--- config.mk ---
export PLATFORM = sky130hd
export DESIGN_NAME = dsm2_mod_echip65
export DESIGN_NICKNAME = d
export VERILOG_FILES = /design/src/rtl/dsm2_mod_echip65.sv
export SDC_FILE = /design/constraint.sdc
export NUM_CORES = 1
export LEC_CHECK = 0
export CAP_MARGIN = 20
export CORE_ASPECT_RATIO = 0.9
export CORE_MARGIN = 2
export CORE_UTILIZATION = 45
export DETAILED_ROUTE_END_ITERATION = 8
export GPL_ROUTABILITY_DRIVEN = 0
export HOLD_SLACK_MARGIN = 0.1
export PLACE_DENSITY = 0.63
export SYNTH_ARGS = -nofsm -noshare
export SYNTH_HDL_FRONTEND = slang
export SYNTH_SLANG_ARGS = --single-unit
--- constraint.sdc ---
create_clock -name clk -period 7.7 [get_ports clk]
set_input_delay 1.54 -clock clk [delete_from_list [all_inputs] [get_ports clk]]
set_output_delay 1.54 -clock clk [all_outputs]
set_load 0.005 [all_outputs]
--- src/rtl/dsm2_mod_echip65.sv ---
`default_nettype none
// ============================================================================
// Module   : dsm2_mod_echip65
// Purpose  : Second-order digital sigma-delta modulator. Converts DW-bit
//            signed samples, delivered once every 2^OSR_LOG2 clocks, into a
//            1-bit stream at the clock rate. A 2-entry FIFO with a
//            valid/ready handshake decouples the sample producer from the
//            fixed load cadence.
// Revision : 1.0 - initial release
// ----------------------------------------------------------------------------
// Parameters
//   DW            input sample width (two's complement)
//   OSR_LOG2      log2 of the oversampling ratio
// Ports
//   clk           modulator clock, rising edge
//   reset_n       synchronous active-low reset
//   in_data       signed input sample
//   in_valid      in_data is valid
//   in_ready      FIFO can accept a sample (0 while reset_n is low)
//   sample_strobe 1-cycle pulse when a sample enters the hold register
//   underrun      sticky flag, set when a load finds the FIFO empty
//   underrun_clr  clears underrun (a simultaneous set wins)
//   out           bitstream, 1 = +FS, 0 = -FS
// Build option
//   DSM_DITHER_EN defined: a 16-bit LFSR adds +/-1 LSB of dither to the
//                 loop input to break up idle tones.
// ============================================================================
module dsm2_mod_echip65 #(
  parameter int DW       = 14,
  parameter int OSR_LOG2 = 8
) (
  input  logic                 clk,
  input  logic                 reset_n,
  input  logic signed [DW-1:0] in_data,
  input  logic                 in_valid,
  output logic                 in_ready,
  output logic                 sample_strobe,
  output logic                 underrun,
  input  logic                 underrun_clr,
  output logic                 out
);

  localparam int I1W = DW + 4;
  localparam int I2W = DW + 6;
  // Working width for the integrator sums: wide enough that i2 + i1 - 2*fb
  // cannot wrap before saturation is applied.
  localparam int EW  = I2W + 2;

  localparam logic signed [DW-1:0] CLAMP_HI = DW'(3 * (2 ** (DW - 3)));
  localparam logic signed [DW-1:0] CLAMP_LO = -CLAMP_HI;

  localparam logic signed [EW-1:0] FB_POS = EW'(2 ** (DW - 1));
  localparam logic signed [EW-1:0] FB_NEG = -FB_POS;

  localparam int I1_MAX_I = (2 ** (I1W - 1)) - 1;
  localparam int I2_MAX_I = (2 ** (I2W - 1)) - 1;
  localparam logic signed [EW-1:0] I1_MAX = EW'(I1_MAX_I);
  localparam logic signed [EW-1:0] I1_MIN = EW'(-I1_MAX_I - 1);
  localparam logic signed [EW-1:0] I2_MAX = EW'(I2_MAX_I);
  localparam logic signed [EW-1:0] I2_MIN = EW'(-I2_MAX_I - 1);

  localparam logic [OSR_LOG2-1:0] PHASE_LAST = {OSR_LOG2{1'b1}};
  localparam logic [OSR_LOG2-1:0] PHASE_ONE  = OSR_LOG2'(1);

  // --------------------------------------------------------------------------
  // Phase counter and load event
  // --------------------------------------------------------------------------
  logic [OSR_LOG2-1:0] phase;
  logic                load;

  assign load = (phase == PHASE_LAST);

  always_ff @(posedge clk) begin
    if (!reset_n) begin
      phase <= '0;
    end else begin
      phase <= phase + PHASE_ONE;
    end
  end

  // --------------------------------------------------------------------------
  // 2-entry input FIFO
  // --------------------------------------------------------------------------
  logic signed [DW-1:0] fifo_mem [2];
  logic                 wr_ptr;
  logic                 rd_ptr;
  logic [1:0]           count;
  logic                 push;
  logic                 pop;
  logic                 empty_load;

  // Ready depends only on the registered count, gated by reset so nothing
  // is accepted while the block is held in reset.
  assign in_ready   = reset_n && (count != 2'd2);
  assign push       = in_valid && in_ready;
  // The pop decision uses the count before this cycle's push: a sample
  // arriving in the same cycle as an empty load does not bypass the FIFO.
  assign pop        = load && (count != 2'd0);
  assign empty_load = load && (count == 2'd0);

  always_ff @(posedge clk) begin
    if (push) begin
      fifo_mem[wr_ptr] <= in_data;
    end
  end

  always_ff @(posedge clk) begin
    if (!reset_n) begin
      count  <= 2'd0;
      wr_ptr <= 1'b0;
      rd_ptr <= 1'b0;
    end else begin
      if (push) begin
        wr_ptr <= ~wr_ptr;
      end
      if (pop) begin
        rd_ptr <= ~rd_ptr;
      end
      count <= count + {1'b0, push} - {1'b0, pop};
    end
  end

  // --------------------------------------------------------------------------
  // Hold register, strobe and underrun flag
  // --------------------------------------------------------------------------
  logic signed [DW-1:0] x_hold;

  always_ff @(posedge clk) begin
    if (!reset_n) begin
      x_hold        <= '0;
      sample_strobe <= 1'b0;
      underrun      <= 1'b0;
    end else begin
      sample_strobe <= pop;
      if (pop) begin
        x_hold <= fifo_mem[rd_ptr];
      end
      if (empty_load) begin
        underrun <= 1'b1;
      end else if (underrun_clr) begin
        underrun <= 1'b0;
      end
    end
  end

  // --------------------------------------------------------------------------
  // Input clamp: keeps the second-order loop inside its stable input range
  // --------------------------------------------------------------------------
  logic signed [DW-1:0] xc;

  always_comb begin
    xc = x_hold;
    if (x_hold > CLAMP_HI) begin
      xc = CLAMP_HI;
    end else if (x_hold < CLAMP_LO) begin
      xc = CLAMP_LO;
    end
  end

  // --------------------------------------------------------------------------
  // Loop input, optionally dithered
  // --------------------------------------------------------------------------
  logic signed [EW-1:0] xe;

`ifdef DSM_DITHER_EN
  localparam logic signed [EW-1:0] DITHER_P = EW'(1);
  localparam logic signed [EW-1:0] DITHER_N = -DITHER_P;

  // Fibonacci LFSR, taps 16,14,13,11, shifting toward bit 0.
  logic [15:0] lfsr;
  logic        lfsr_fb;

  assign lfsr_fb = lfsr[0] ^ lfsr[2] ^ lfsr[3] ^ lfsr[5];

  always_ff @(posedge clk) begin
    if (!reset_n) begin
      lfsr <= 16'hACE1;
    end else begin
      lfsr <= {lfsr_fb, lfsr[15:1]};
    end
  end

  assign xe = EW'(xc) + (lfsr[0] ? DITHER_P : DITHER_N);
`else
  assign xe = EW'(xc);
`endif

  // --------------------------------------------------------------------------
  // Integrators and quantizer
  // --------------------------------------------------------------------------
  logic signed [I1W-1:0] i1;
  logic signed [I2W-1:0] i2;
  logic signed [EW-1:0]  fb;
  logic signed [EW-1:0]  sum1;
  logic signed [EW-1:0]  sum2;
  logic signed [I1W-1:0] i1_next;
  logic signed [I2W-1:0] i2_next;

  assign fb = out ? FB_POS : FB_NEG;

  always_comb begin
    sum1 = EW'(i1) + xe - fb;
    // i2 integrates the previous i1, giving the extra delay in the loop.
    sum2 = EW'(i2) + EW'(i1) - (fb <<< 1);

    if (sum1 > I1_MAX) begin
      i1_next = I1_MAX[I1W-1:0];
    end else if (sum1 < I1_MIN) begin
      i1_next = I1_MIN[I1W-1:0];
    end else begin
      i1_next = sum1[I1W-1:0];
    end

    if (sum2 > I2_MAX) begin
      i2_next = I2_MAX[I2W-1:0];
    end else if (sum2 < I2_MIN) begin
      i2_next = I2_MIN[I2W-1:0];
    end else begin
      i2_next = sum2[I2W-1:0];
    end
  end

  always_ff @(posedge clk) begin
    if (!reset_n) begin
      i1  <= '0;
      i2  <= '0;
      out <= 1'b0;
    end else begin
      i1  <= i1_next;
      i2  <= i2_next;
      out <= ~i2_next[I2W-1];
    end
  end

endmodule
`default_nettype wire

==> Word level (Yosys, flattened, before mapping) <==
Memories as Yosys holds them, arrays and structs flattened. A register that Yosys moved wholly into a read port is not among the register bits.
Index checks and enable logic that the tools add are counted.
{ "word_totals": {"register_bits": 53, "ramBits": 28, "input_bits": 18, "output_inout_bits": 4, "elab_cells": 50, "n_memories": 1} }
{ "classes": {"addsub": 7, "magnitude_cmp": 6, "n_eq_ne": 2, "mux": 11, "bitwise_logic": 4, "reduce_logical": 9} }
{ "mem_list": {"columns": ["name", "words", "width", "read_ports", "rd_ports_with_merged_regs", "wr", "line", "source"], "rows": [
  ["fifo_mem", 2, 14, 1, 1, 1, "84", "logic signed [DW-1:0] fifo_mem [2];"]
]} }
{ "ops": {"columns": ["operator", "n"], "rows": [
  ["$mux 20", 2],
  ["$mux 14", 2],
  ["$gt 22x18->1 const B", 1],
  ["$gt 22x20->1 const B", 1],
  ["$lt 22x18->1 const B", 1],
  ["$lt 22x20->1 const B", 1],
  ["$mux 22", 1],
  ["$sub 19x22->22", 1],
  ["$sub 21x22->22", 1],
  ["$add 20x18->21", 1],
  ["$add 18x14->19", 1],
  ["$mux 18", 1],
  ["$mux 17", 1],
  ["$gt 14x14->1 const B", 1],
  ["$lt 14x14->1 const B", 1],
  ["$add 8x1->8 const B", 1],
  ["$eq 8x8->1 const B", 1],
  ["$logic_and 1x1->1", 4],
  ["$mux 1", 4],
  ["$not 1->1", 4],
  ["$reduce_bool 2->1", 2],
  ["$add 2x1->2", 1],
  ["$logic_not 2->1", 1],
  ["$ne 2x2->1 const B", 1],
  ["3 further kinds", 3]
]} }

==> Longest topological paths before layout <==
{ "logic_depth": {"depth_word": 8, "mapped_depth": 19, "ltp_nobuf": 17} }

==> Least setup slack after synthesis <==
No wires, ideal clock.
{ "synth_path": {"path_type": "register to register", "start": "register x_hold[3], read port of fifo_mem", "end": "register i1[12]", "setup_ps": 115, "t_arrival_ps": 3683, "t_required_ps": 7585, "slack_ps": 3902, "path_stages_with_launch": 19, "n_path_buf": 1, "period_less_slack_ps": 3798, "path_cell_list": "dfxtp_1 -> nor4_1 -> nand2_1 -> nor4_1 -> nor3_1 -> nor2_1 -> nand2_1 -> ha_1 -> inv_1 -> ha_1 -> o211ai_1 -> a21oi_1 -> o21ai_2 -> a211oi_1 -> or4b_1 -> a211oi_2 -> nor2_2 -> buf_6 -> o21a_1"} }
{ "synth_between": {"elab_chain_cells": 8, "word_cells_on_any_way": 10, "cone_classes": "2 x add/sub; 4 x order compare; 4 x mux"} }
{ "synth_rtl": {"columns": ["item", "line", "source"], "rows": [
  ["start: declaration", "126", "logic signed [DW-1:0] x_hold;"],
  ["$lt 14x14->1", "155", "end else if (x_hold < CLAMP_LO) begin"],
  ["$mux 14", "155", null],
  ["$mux 14 (*)", "153", "if (x_hold > CLAMP_HI) begin"],
  ["$add 18x14->19 (*)", "202", "sum1 = EW'(i1) + xe - fb;"],
  ["$sub 19x22->22 (*)", "202", null],
  ["$lt 22x18->1", "208", "end else if (sum1 < I1_MIN) begin"],
  ["$mux 18", "208", null],
  ["$mux 17 (*)", "206", "if (sum1 > I1_MAX) begin"],
  ["end signal: assignment", "229", "i1 <= i1_next;"],
  ["end: declaration", "191", "logic signed [I1W-1:0] i1;"]
]} }
Mark *: on every way between the ends. The rest lies on a longest branch, timed or not.
A chain may end at the register's enable or synchronous reset.

==> Final worst setup path <==
{ "layout_path": {"start": "input port reset_n", "end": "output port in_ready"} }
{ "layout_between": {"elab_chain_cells": 1} }
{ "layout_rtl": {"columns": ["item", "line", "source"], "rows": [
  ["start: declaration", "33", "input logic reset_n,"],
  ["$logic_and 1x1->1", "94", "assign in_ready = reset_n && (count != 2'd2);"],
  ["end: declaration", "36", "output logic in_ready,"]
]} }
No other way between the ends.

==> reports/qor.txt <==
Asr flop ratio synth = 0
Cts hold-fix bufs = 0
Crit Path Class = in -> out
Drc violations = 0
Most common cell after layout, fill and taps aside = inv_1
GRT overflow = 0
Register bit total from synthesis = 95
Period utilization = 0.620
Cell Count, Final, Fillers Out = 912
RSZ-0062 raised after global routing = no
Worst R2R Path Depth = 17
Initial antenna violation count = 0
Average routed wire per standard cell = 13.8 um
Clk buf depth = 2
Post-CTS Setup Bufs = 0
Worst slew margin = 0.451
Worst path required time = 6.16 ns
Synth Cell Area = 6390 um^2
Die Wd = 130 um
Post-synth EDFFs = 28
Top-area cell type share of the netlist area = 0.210
Post-synth top area cell = dfxtp_1
Initial Util = 0.458
Netlist cell types = 68
Fillers = 1,336
Reg-to-Reg End = i1[16]
Top_reg_cell synth = dfxtp_1
Core Area = 14,000 um^2
Number of port buffers = 21
Synth-to-Final Area Change = 10.6%
Row count = 41
Placed cells = 895
Ports = 22
Vias per inst = 5.26
First-pass GRT wire length = 21.8 mm
Startpoint of the worst hold path = phase[0]
Total Routing Usage GR = 0.185
Clock sink total = 95
Startpoint Class = primary input
Critical Path Fanout Max = 39
Placed Area = 6760 um^2
Synth Area per Inst = 9.17 um^2
Pin count of the biggest net entering global routing = 40
Final Max Slew Viols = 0
TritonCTS Buffers = 9
Final hold slack = 0.481 ns
Status = complete, no violations
Final hold violations = 0
Synth top area cells = dfxtp_1 (21%), ha_1 (14%), edfxtp_1 (13%), inv_1 (6.0%), a21oi_1 (3.4%)
DP HPWL = 9.54 mm
TritonRoute pass-1 iters = 4
Clock latency on the worst-skew pair = 0.35 ns
Hold EP = phase[0]
PostCTS Resize Cnt = 0
Arr. time, crit path = 3.24 ns
Post-Syn Instances = 697
Antenna Nets Post-Route = 0
Clk root buf = clkbuf_16
Fin area = 7070 um^2
Layout Nets = 812
WL final = 12.6 mm
Clock transition at path regs = 0.07 ns
Share of layout cells above drive strength 1 = 0.0668
Vias in the first global route = 4,575
Setup TNS Final = 0 ns
Slew @ Worst Pin = 0.822 ns
Die ar. = 15,200 um^2
CP endpoint kind = output port
Minimum clock period = 4.78 ns
Via count = 4,794
Commonest cells after routing, fill and taps aside = inv_1 (103), ha_1 (71), dfxtp_1 (67), nand2_1 (47), a21oi_1 (43)
RR Startpoint = x_hold[0]
CTS HTree Levels = 3
Top achievable clock speed = 0.209 GHz
Hold crit path type = reg -> reg
Setup Skew = 0.00728 ns
Ant diodes = 0
Yosys Warn Count = 0
Die height = 117 um
Worst hold stages = 1
Setup Viol. Count Final = 0
DR iter-0 viols = 203
CTS tree = built
Max Cap Viol = 0
R2R setup slack = 3.21 ns
Synth Net Count = 795
Register area share after synthesis = 0.341
## cell usage after synthesis (2+ instances only)
| cell | instances |
|---|---|
| inv_1 | 103 |
| buf_2 | 3 |
| a311o_1 | 2 |
| o21ai_1 | 7 |
| o21ai_0 | 21 |
| dfxtp_1 | 67 |
| o211a_1 | 15 |
| and2_1 | 19 |
| o21bai_1 | 2 |
| xor2_1 | 17 |
| fa_1 | 9 |
| or2_1 | 2 |
| a21oi_1 | 43 |
| xnor2_1 | 23 |
| nor2_1 | 37 |
| o21a_1 | 22 |
| nor2b_1 | 11 |
| nor4_1 | 4 |
| buf_6 | 4 |
| ha_1 | 71 |
| edfxtp_1 | 28 |
| o211ai_1 | 4 |
| nand4_1 | 3 |
| clkbuf_1 | 10 |
| nor3_1 | 8 |
| a21boi_0 | 2 |
| a31oi_1 | 12 |
| nand3_1 | 13 |
| and3_1 | 5 |
| o21ai_2 | 12 |
| nand2b_1 | 7 |
| a21oi_2 | 2 |
| or3_1 | 6 |
| mux2i_1 | 14 |
| nand2_1 | 47 |
| a211oi_1 | 2 |
| a21o_1 | 9 |
## layout make-up
cell class                      instances  area, um^2  share of cell area
Clock buffer                           10         229              0.0324
Clock inverter                          6        67.6             0.00955
Inverter                              103         387              0.0547
Multi-Input combinational cell        481        3730               0.527
Sequential cell                        95        2180               0.309
Tap cell                              193         241              0.0341
Timing Repair Buffer                   24         240              0.0340
## cell families (layout without fill, tap and decap cells)
kind of cell / after synthesis / count (layout) / synth area share
xor gates and xnor gates: 40 / 40 / 0.0548
DFF: 95 / 95 / 0.341
and+or+nand+nor: 172 / 172 / 0.137
adders and majority gates: 80 / 80 / 0.167
muxes: 15 / 15 / 0.0254
buffers and inverters: 121 / 143 / 0.0763
AOI/OAI and AO/OA: 174 / 174 / 0.198
## routing by layer
| metal | vias to the layer above | routed length [um] | track usage |
|---|---|---|---|
| met2 | 57 | 5950 | 0.308 |
| met3 | 9 | 365 | 0.0436 |
| met4 | 0 | 165 | 0.0552 |
| met5 | - | 0 | 0 |
| met1 | 2290 | 6070 | 0.240 |
| li1 | 2438 | - | - |
## worst max-delay path: stages
cell and delay [ns]:
clkdlybuf4s50_1 0.45, buf_4 0.33, a21boi_0 0.34, clkdlybuf4s50_1 0.57
## sequential cells by signal, indices dropped and copies added, names as in the netlist, 2 cells and up
name,cells
phase,8
x_hold,14
i1,18
count,2
i2,20
fifo_mem,28
## how the worst max path moves through the flow
stage	startpoint	end	slack [ns]	cells after the start
after floorplan	x_hold[3]	i1[12]	3.90	18
after global placement	reset_n	in_ready	2.94	4
after detailed placement	reset_n	in_ready	2.90	4
after CTS	reset_n	in_ready	2.90	4
after global routing	x_hold[0]	i1[5]	2.57	15
final	reset_n	in_ready	2.92	4
## per-stage QoR
stage | util | worst slack (ns)
2_1_floorplan | - | 3.90
3_3_place_gp | 0.484 | 2.94
3_5_place_dp | 0.485 | 2.90
4_1_cts | 0.506 | 2.90
5_1_grt | 0.507 | 2.57
6_report | 0.507 | 2.92
Power is not shown: default switching activity piles up to over one toggle a cycle in this logic, so the estimate is an artifact.
